$ cat config.mk
export PLATFORM = sky130hd
export DESIGN_NAME = npu_out_collector_flat
export DESIGN_NICKNAME = d
export VERILOG_FILES = /design/src/rtl/npu_out_collector_pkg.sv /design/src/rtl/npu_out_collector_if.sv /design/src/rtl/npu_out_fifo.sv /design/src/rtl/npu_out_collector.sv /design/src/flat_wrapper.sv
export SDC_FILE = /design/constraint.sdc
export NUM_CORES = 2
export LEC_CHECK = 0
export BUFFER_PORTS_ARGS = -buffer_cell sky130_fd_sc_hd__clkbuf_2
export CORE_ASPECT_RATIO = 0.7
export CORE_MARGIN = 4
export CORE_UTILIZATION = 30
export CTS_CLUSTER_SIZE = 8
export DETAILED_ROUTE_END_ITERATION = 10
export PLACE_DENSITY_LB_ADDON = 0.3
export SLEW_MARGIN = 10
export SYNTH_ARGS = -nofsm -noshare
export SYNTH_HDL_FRONTEND = slang
export SYNTH_SLANG_ARGS = --single-unit
$ cat constraint.sdc
create_clock -name clk -period 8.4 [get_ports clk]
set_input_delay 0.84 -clock clk [delete_from_list [all_inputs] [get_ports clk]]
set_output_delay 0.84 -clock clk [all_outputs]
set_load 0.02 [all_outputs]
$ cat src/rtl/npu_out_collector_pkg.sv
// Shared constants, FIFO entry layout and FSM encoding for the NPU output collector.
package npu_out_collector_pkg;

    localparam int CH         = 8;
    localparam int DW         = 8;
    localparam int PACK       = 4;
    localparam int FIFO_DEPTH = 16;
    localparam int FIFO_AW    = 4;

    localparam int WORD_W  = PACK * DW;
    localparam int CNT_W   = $clog2(PACK);
    localparam int CH_W    = 3;
    localparam int BYTES_W = 3;

    // Entry layout: data in the top WORD_W bits, then source lane, then byte count.
    typedef struct packed {
        logic [WORD_W-1:0]  data;
        logic [CH_W-1:0]    ch;
        logic [BYTES_W-1:0] bytes;
    } entry_t;

    typedef enum logic [1:0] {
        ST_IDLE  = 2'd0,
        ST_FLUSH = 2'd1,
        ST_DRAIN = 2'd2
    } state_e;

    function automatic logic [WORD_W-1:0] place_byte(input logic [DW-1:0] b,
                                                     input logic [CNT_W-1:0] slot);
        place_byte = WORD_W'(b) << (DW * (PACK - 1 - int'(slot)));
    endfunction

endpackage

$ cat src/rtl/npu_out_collector_if.sv
// Lane byte stream in, packed-word valid/ready stream out.
interface npu_out_collector_if;
    import npu_out_collector_pkg::*;

    logic [CH*DW-1:0]   npu_out;
    logic [CH-1:0]      npu_out_en;
    logic               flush;
    logic [WORD_W-1:0]  o_data;
    logic [CH_W-1:0]    o_ch;
    logic [BYTES_W-1:0] o_bytes;
    logic               o_valid;
    logic               o_ready;

    modport master (
        output npu_out, npu_out_en, flush, o_ready,
        input  o_data, o_ch, o_bytes, o_valid
    );

    modport slave (
        input  npu_out, npu_out_en, flush, o_ready,
        output o_data, o_ch, o_bytes, o_valid
    );

endinterface

$ cat src/rtl/npu_out_fifo.sv
// Synchronous show-ahead FIFO: head_data reflects the oldest entry whenever empty is low.
module npu_out_fifo #(
    parameter int WIDTH = 38,
    parameter int DEPTH = 16,
    parameter int AW    = 4
) (
    input  logic             clk,
    input  logic             reset,
    input  logic             push,
    input  logic [WIDTH-1:0] push_data,
    input  logic             pop,
    output logic [WIDTH-1:0] head_data,
    output logic             full,
    output logic             empty
);

    logic [WIDTH-1:0] mem [DEPTH];
    logic [AW:0]      wr_ptr;
    logic [AW:0]      rd_ptr;
    logic             do_push;
    logic             do_pop;

    // Extra pointer bit distinguishes full from empty when the indices match.
    assign empty   = (wr_ptr == rd_ptr);
    assign full    = (wr_ptr[AW] != rd_ptr[AW]) && (wr_ptr[AW-1:0] == rd_ptr[AW-1:0]);
    assign do_push = push && !full;
    assign do_pop  = pop && !empty;

    always_ff @(posedge clk) begin
        // NOTE: sequential state uses <= so all readers see the pre-edge value.
        if (reset) begin
            wr_ptr <= '0;
            rd_ptr <= '0;
        end else begin
            if (do_push) wr_ptr <= wr_ptr + 1'b1;
            if (do_pop)  rd_ptr <= rd_ptr + 1'b1;
        end
    end

    // NOTE: storage is not reset; empty gates every read, so stale contents never escape.
    always_ff @(posedge clk) begin
        if (do_push) mem[wr_ptr[AW-1:0]] <= push_data;
    end

    assign head_data = mem[rd_ptr[AW-1:0]];

endmodule

$ cat src/rtl/npu_out_collector.sv
// Packs per-lane NPU result bytes into words, arbitrates them round-robin into a FIFO, supports flush.
module npu_out_collector
    import npu_out_collector_pkg::*;
(
    input  logic               clk,
    input  logic               reset,
    npu_out_collector_if.slave bus,
    output logic               flush_done,
    output logic               busy,
    output logic [CH-1:0]      overflow
);

    state_e             state;
    state_e             state_nx;
    logic [CH-1:0]      pend_valid;
    logic [CH-1:0]      cnt_nz;
    logic [CH-1:0]      grant;
    logic [WORD_W-1:0]  pend_data  [CH];
    logic [BYTES_W-1:0] pend_bytes [CH];
    logic [CH_W-1:0]    rr_ptr;
    logic [CH_W-1:0]    grant_idx;
    logic               grant_any;
    logic               fifo_full;
    logic               fifo_empty;
    logic               fifo_pop;
    entry_t             push_entry;
    entry_t             head_entry;

    for (genvar c = 0; c < CH; c++) begin : g_lane
        logic [DW-1:0]      lane_byte;
        logic               lane_en;
        logic               accept;
        logic               complete;
        logic               slot_free;
        logic               promote;
        logic [CNT_W-1:0]   cnt;
        logic [WORD_W-1:0]  shreg;
        logic [WORD_W-1:0]  merged;
        logic               pv;
        logic [WORD_W-1:0]  pd;
        logic [BYTES_W-1:0] pb;
        logic               ovf;

        // Lane 0 sits in the MSBs of both the byte bus and the enable vector.
        assign lane_byte = bus.npu_out[(CH-c)*DW-1 -: DW];
        assign lane_en   = bus.npu_out_en[CH-1-c];
        assign accept    = lane_en && (state == ST_IDLE);
        assign complete  = accept && (cnt == CNT_W'(PACK-1));
        assign slot_free = !pv || grant[c];
        assign promote   = (state == ST_FLUSH) && (cnt != '0) && slot_free;
        assign merged    = shreg | place_byte(lane_byte, cnt);

        always_ff @(posedge clk) begin
            if (reset) begin
                cnt   <= '0;
                shreg <= '0;
                pv    <= 1'b0;
                pd    <= '0;
                pb    <= '0;
                ovf   <= 1'b0;
            end else begin
                // Shift register is kept zero past the fill point so flush words come out padded.
                if (accept) begin
                    cnt   <= complete ? '0 : cnt + 1'b1;
                    shreg <= complete ? '0 : merged;
                end else if (promote) begin
                    cnt   <= '0;
                    shreg <= '0;
                end

                if (complete && slot_free) begin
                    pv <= 1'b1;
                    pd <= merged;
                    pb <= BYTES_W'(PACK);
                end else if (promote) begin
                    pv <= 1'b1;
                    pd <= shreg;
                    pb <= BYTES_W'(cnt);
                end else if (grant[c]) begin
                    pv <= 1'b0;
                end

                if ((complete && !slot_free) || (lane_en && state != ST_IDLE))
                    ovf <= 1'b1;
            end
        end

        assign pend_valid[c]     = pv;
        assign pend_data[c]      = pd;
        assign pend_bytes[c]     = pb;
        assign cnt_nz[c]         = (cnt != '0);
        assign overflow[CH-1-c]  = ovf;
    end

    always_ff @(posedge clk) begin
        if (reset) state <= ST_IDLE;
        else       state <= state_nx;
    end

    always_comb begin
        // NOTE: every output gets a default first, so no path through the case infers a latch.
        state_nx   = state;
        flush_done = 1'b0;
        case (state)
            ST_IDLE: begin
                if (bus.flush) state_nx = ST_FLUSH;
            end
            ST_FLUSH: begin
                if (cnt_nz == '0 && pend_valid == '0) state_nx = ST_DRAIN;
            end
            ST_DRAIN: begin
                if (fifo_empty) begin
                    flush_done = 1'b1;
                    state_nx   = ST_IDLE;
                end
            end
            default: state_nx = ST_IDLE;
        endcase
    end

    assign busy = (state != ST_IDLE);

    // Round-robin search starting at rr_ptr; no grant at all while the FIFO is full.
    always_comb begin
        grant     = '0;
        grant_idx = '0;
        grant_any = 1'b0;
        if (!fifo_full) begin
            for (int i = 0; i < CH; i++) begin
                if (!grant_any && pend_valid[(int'(rr_ptr) + i) % CH]) begin
                    grant_any = 1'b1;
                    grant_idx = CH_W'((int'(rr_ptr) + i) % CH);
                end
            end
        end
        if (grant_any) grant[grant_idx] = 1'b1;
    end

    always_ff @(posedge clk) begin
        if (reset)          rr_ptr <= '0;
        else if (grant_any) rr_ptr <= CH_W'((int'(grant_idx) + 1) % CH);
    end

    always_comb begin
        push_entry.data  = pend_data[grant_idx];
        push_entry.ch    = grant_idx;
        push_entry.bytes = pend_bytes[grant_idx];
    end

    npu_out_fifo #(
        .WIDTH ($bits(entry_t)),
        .DEPTH (FIFO_DEPTH),
        .AW    (FIFO_AW)
    ) u_fifo (
        .clk       (clk),
        .reset     (reset),
        .push      (grant_any),
        .push_data (push_entry),
        .pop       (fifo_pop),
        .head_data (head_entry),
        .full      (fifo_full),
        .empty     (fifo_empty)
    );

    assign bus.o_valid = !fifo_empty;
    assign fifo_pop    = bus.o_valid && bus.o_ready;
    assign bus.o_data  = fifo_empty ? '0 : head_entry.data;
    assign bus.o_ch    = fifo_empty ? '0 : head_entry.ch;
    assign bus.o_bytes = fifo_empty ? '0 : head_entry.bytes;

endmodule

$ cat src/flat_wrapper.sv
// flat-port wrapper written by rule: the top's interface ports become plain ports
module npu_out_collector_flat import npu_out_collector_pkg::*;
  (clk, reset, flush_done, busy, overflow, bus_npu_out, bus_npu_out_en, bus_flush, bus_o_ready, bus_o_data, bus_o_ch, bus_o_bytes, bus_o_valid);
  npu_out_collector_if bus_i ();
  input  logic clk;
  input  logic reset;
  output logic flush_done;
  output logic busy;
  output logic [CH-1:0] overflow;
  input wire logic [$bits(bus_i.npu_out)-1:0] bus_npu_out;
  input wire logic [$bits(bus_i.npu_out_en)-1:0] bus_npu_out_en;
  input wire logic [$bits(bus_i.flush)-1:0] bus_flush;
  input wire logic [$bits(bus_i.o_ready)-1:0] bus_o_ready;
  output wire logic [$bits(bus_i.o_data)-1:0] bus_o_data;
  output wire logic [$bits(bus_i.o_ch)-1:0] bus_o_ch;
  output wire logic [$bits(bus_i.o_bytes)-1:0] bus_o_bytes;
  output wire logic [$bits(bus_i.o_valid)-1:0] bus_o_valid;
  assign bus_i.npu_out = bus_npu_out;
  assign bus_i.npu_out_en = bus_npu_out_en;
  assign bus_i.flush = bus_flush;
  assign bus_i.o_ready = bus_o_ready;
  assign bus_o_data = bus_i.o_data;
  assign bus_o_ch = bus_i.o_ch;
  assign bus_o_bytes = bus_i.o_bytes;
  assign bus_o_valid = bus_i.o_valid;
  npu_out_collector u_core (.clk(clk), .reset(reset), .bus(bus_i), .flush_done(flush_done), .busy(busy), .overflow(overflow));
endmodule
==> impl_metrics.tcl <==
set metrics [dict create \
    htreeDepth 4 \
    peakVddDrop_v 0.000599 \
    cp_top_family "compound AO/OA/AOI/OAI gates" \
    track_usage 0.176 \
    synth-async-reset-ratio 0 \
    io-pin-count 125 \
    worstPathRequired_ns 8.71 \
    yosys-top-cells-area "edfxtp_1, dfxtp_1, mux4_2" \
    outcome "finished, final reports clean" \
    placementRows 124 \
    drcViolationCount 0 \
    synth_cell_type_count 74 \
    antennaDiodeCount 0 \
    start_util 0.302 \
    crit_path_frequent_cell "buf_12" \
    period_share 0.792 \
    slowest_stage "ha_1" \
    rsz0062_at_grt "no" \
    synth_seq_cells 1195 \
    synth_edf_count 608 \
    via_per_inst 5.27 \
    ctsHoldBuffers 0 \
    drtIter0Drc 3548 \
    maxCapViolations 0 \
    startpoint_type "register" \
    synthTopCellsByCount "edfxtp_1, nor2_1, dfxtp_1" \
    hold_violations 0 \
    setup_tns_ns 0 \
    crit_start "u_core.rr_ptr[0]$_SDFFE_PP0P_" \
    synth_top_area_share 0.371 \
    worstPathMaxFanout 147 \
    fin_crit_ns 6.65 \
    cts.sink_count 1195 \
    critical_path_class "reg2reg" \
    setup_viol 0 \
    syn-num-nets 4339 \
    hold_slack_ns 0.327 \
    internal_power_uw 13900 \
    grt_pass1_wl_um 225000 \
    reg2reg_to "u_core.u_fifo.mem[1][14]$_DFFE_PP_" \
    synthToLayoutAreaGrowth_pct 15.3 \
    share_comb_of_total_power 0.342 \
    drive_gt1_frac 0.155 \
    vias 34332 \
    post_cts_buffers 0 \
    drt_wl_total_um 154000 \
    rrSetupSlack_ns 1.75 \
    cts_buffers 167 \
    slew_viol_final 0 \
    cp.depth 13 \
    switching_share 0.383 \
    core-area_um2 163000 \
    synthFlopType "edfxtp_1" \
    nNetsFinal 4364 \
    routedWlPerCell_um 23.7 \
    routabilityCongestion 0.878 \
    die_area_um2 171000 \
    io_buffers 124 \
    dp_hpwl_um 99900 \
    num-fill-cells 16124 \
    critPathBufInv 4 \
    hold_path.class "in2reg" \
    pwr_density_cell_nw_per_um2 398 \
    ant_nets 0 \
    clk_latency_ns 0.79 \
    post_cts_resized 0 \
    regToRegStartpoint "u_core.rr_ptr[0]$_SDFFE_PP0P_" \
    worst_slew_pin_slew_ns 1.40 \
    timing.fmax_ghz 0.150 \
    cts_root_buf "clkbuf_16" \
    ys_seq_area_frac 0.609 \
    clk_pin_slew_ns 0.06 \
    netlist_instances 4239 \
    end_kind "register" \
    crit_end "u_core.u_fifo.mem[1][14]$_DFFE_PP_" \
    critPathArrivalTime_ns 6.96 \
    dieWidth_um 492 \
    p_leak_uw 0.0181 \
    netlist_area_um2 49200 \
    syn_area_per_cell_um2 11.6 \
    grt_antenna_before_repair 13 \
    crit_chain "buf_4 -> inv_1 -> ha_1 -> mux4_2 -> mux2i_1 -> a21bo_2 -> o221ai_4 -> buf_12 -> buf_12 -> nor2_1 -> a211oi_1 -> a311o_1 -> o21ai_1" \
    pwr-share-clk 0.270 \
    max_slew_margin 0.0569 \
    dr.pass1.iters 6 \
    grt-ovfl-total 0 \
    grt_pass1_vias 32690 \
    fin_util 0.348 \
    p_sw_uw 8650 \
    yosysMostFrequentCell "edfxtp_1" \
    cts_tree "built" \
    p_seq_frac 0.388 \
    clockBufferDepth 3 \
    fin_skew_ns 0.0401 \
    chipHeight_um 347 \
    yosysTopAreaCell "edfxtp_1" \
    synth_warnings 0 \
    rr_worst_depth 13 \
    max_stage_delay_ns 0.82 \
    grt_max_degree 148 \
]
cell usage in the layout, fill, tap and decap left out, drive strengths merged, types with 6 or more instances in the layout:
master  count
clkinv      8
a31oi      13
a211oi    307
buf        91
o211ai     35
a21oi     518
inv       137
nand4      12
nor2b      41
a22o       32
and2        9
xnor2      12
mux2i      50
dfxtp     587
nand3      53
o31ai       6
nand3b      9
o32ai      10
edfxtp    608
ha         24
mux2       14
nor2      598
nand2b     13
nor3       41
clkbuf    327
or3         7
a221oi     64
a311o      35
mux4      172
nand2     297
o21ai     115
power by group through the flow:
stage	logic, µW	clock network [µW]	registers, µW
after floorplan	4310	0	8710
after CTS	7660	6230	8760
after detailed placement	7650	0	8870
final	7730	6090	8760
after global placement	7550	0	8860
after global routing	8270	6490	8810
worst min-delay path: stages:
cell       delay [ns]
clkbuf_2         0.09
nor2_1           0.07
a2111oi_0        0.06
worst min-delay path by stage:
stage,cells past startpoint,slack (ns),end,startpoint
2_1_floorplan,2,0.43,u_core.g_lane[3].shreg[0]$_SDFFE_PP0P_,u_core.g_lane[3].shreg[0]$_SDFFE_PP0P_
3_3_place_gp,2,0.43,u_core.g_lane[3].shreg[29]$_SDFFE_PP0P_,u_core.g_lane[3].shreg[29]$_SDFFE_PP0P_
3_5_place_dp,2,0.44,u_core.g_lane[3].shreg[15]$_SDFFE_PP0P_,u_core.g_lane[3].shreg[15]$_SDFFE_PP0P_
4_1_cts,3,0.26,u_core.state[0]$_SDFFE_PP0P_,bus_flush
5_1_grt,3,0.34,u_core.state[0]$_SDFFE_PP0P_,bus_flush
6_report,3,0.33,u_core.state[0]$_SDFFE_PP0P_,bus_flush
metal layers:
metal / global-route usage / routed length (µm) / vias up / share of wire
met2: 0.249 / 64900 / 1160 / 0.42
met5: 0 / 41 / - / 0.00027
met1: 0.257 / 71700 / 17227 / 0.46
met4: 0.0484 / 3460 / 6 / 0.022
li1: - / - / 15722 / -
met3: 0.0568 / 14200 / 217 / 0.092
area by class of cell:
| cell class | count | area (µm²) | area share |
|---|---|---|---|
| Timing Repair Buffer | 214 | 1370 | 0.0241 |
| Inverter | 133 | 503 | 0.00886 |
| Sequential cell | 1195 | 30000 | 0.529 |
| Tap cell | 2205 | 2760 | 0.0486 |
| Multi-Input combinational cell | 2553 | 17500 | 0.309 |
| Clock buffer | 204 | 4380 | 0.0772 |
| Clock inverter | 12 | 211 | 0.00372 |
cells by family after synthesis:
family / count (synthesis) / share of synthesized area
flip-flops: 1195 / 0.609
AO/OA/AOI/OAI: 1179 / 0.157
AND/OR/NAND/NOR: 1097 / 0.0922
buffers and inverters: 491 / 0.0403
multiplexers: 236 / 0.0921
adder cells (fa/ha/maj): 24 / 0.00610
XOR/XNOR: 17 / 0.00302
state kept, by name, indices dropped and copies added (netlist names), named ones only:
| register | count |
|---|---|
| u_core.g_lane.pb | 24 |
| u_core.rr_ptr | 3 |
| u_core.g_lane.ovf | 8 |
| u_core.g_lane.pv | 8 |
| u_core.g_lane.cnt | 16 |
| u_core.state | 2 |
| u_core.g_lane.pd | 256 |
| u_core.u_fifo.wr_ptr | 5 |
| u_core.u_fifo.rd_ptr | 5 |
| u_core.u_fifo.mem | 608 |
| u_core.g_lane.shreg | 256 |
per-stage QoR:
step | cell area, µm² | std cells | worst slack [ns] | power (µW)
after detailed placement | 52200 | 6300 | 2.06 | 16500
after global routing | 56800 | 6516 | 1.45 | 23600
after global placement | 52200 | 6300 | 2.09 | 16400
final | 56800 | 6516 | 1.75 | 22600
after CTS | 56800 | 6516 | 2.03 | 22700
after floorplan | 49200 | 4239 | 2.05 | 13000
(Power assumes the default switching activity.)
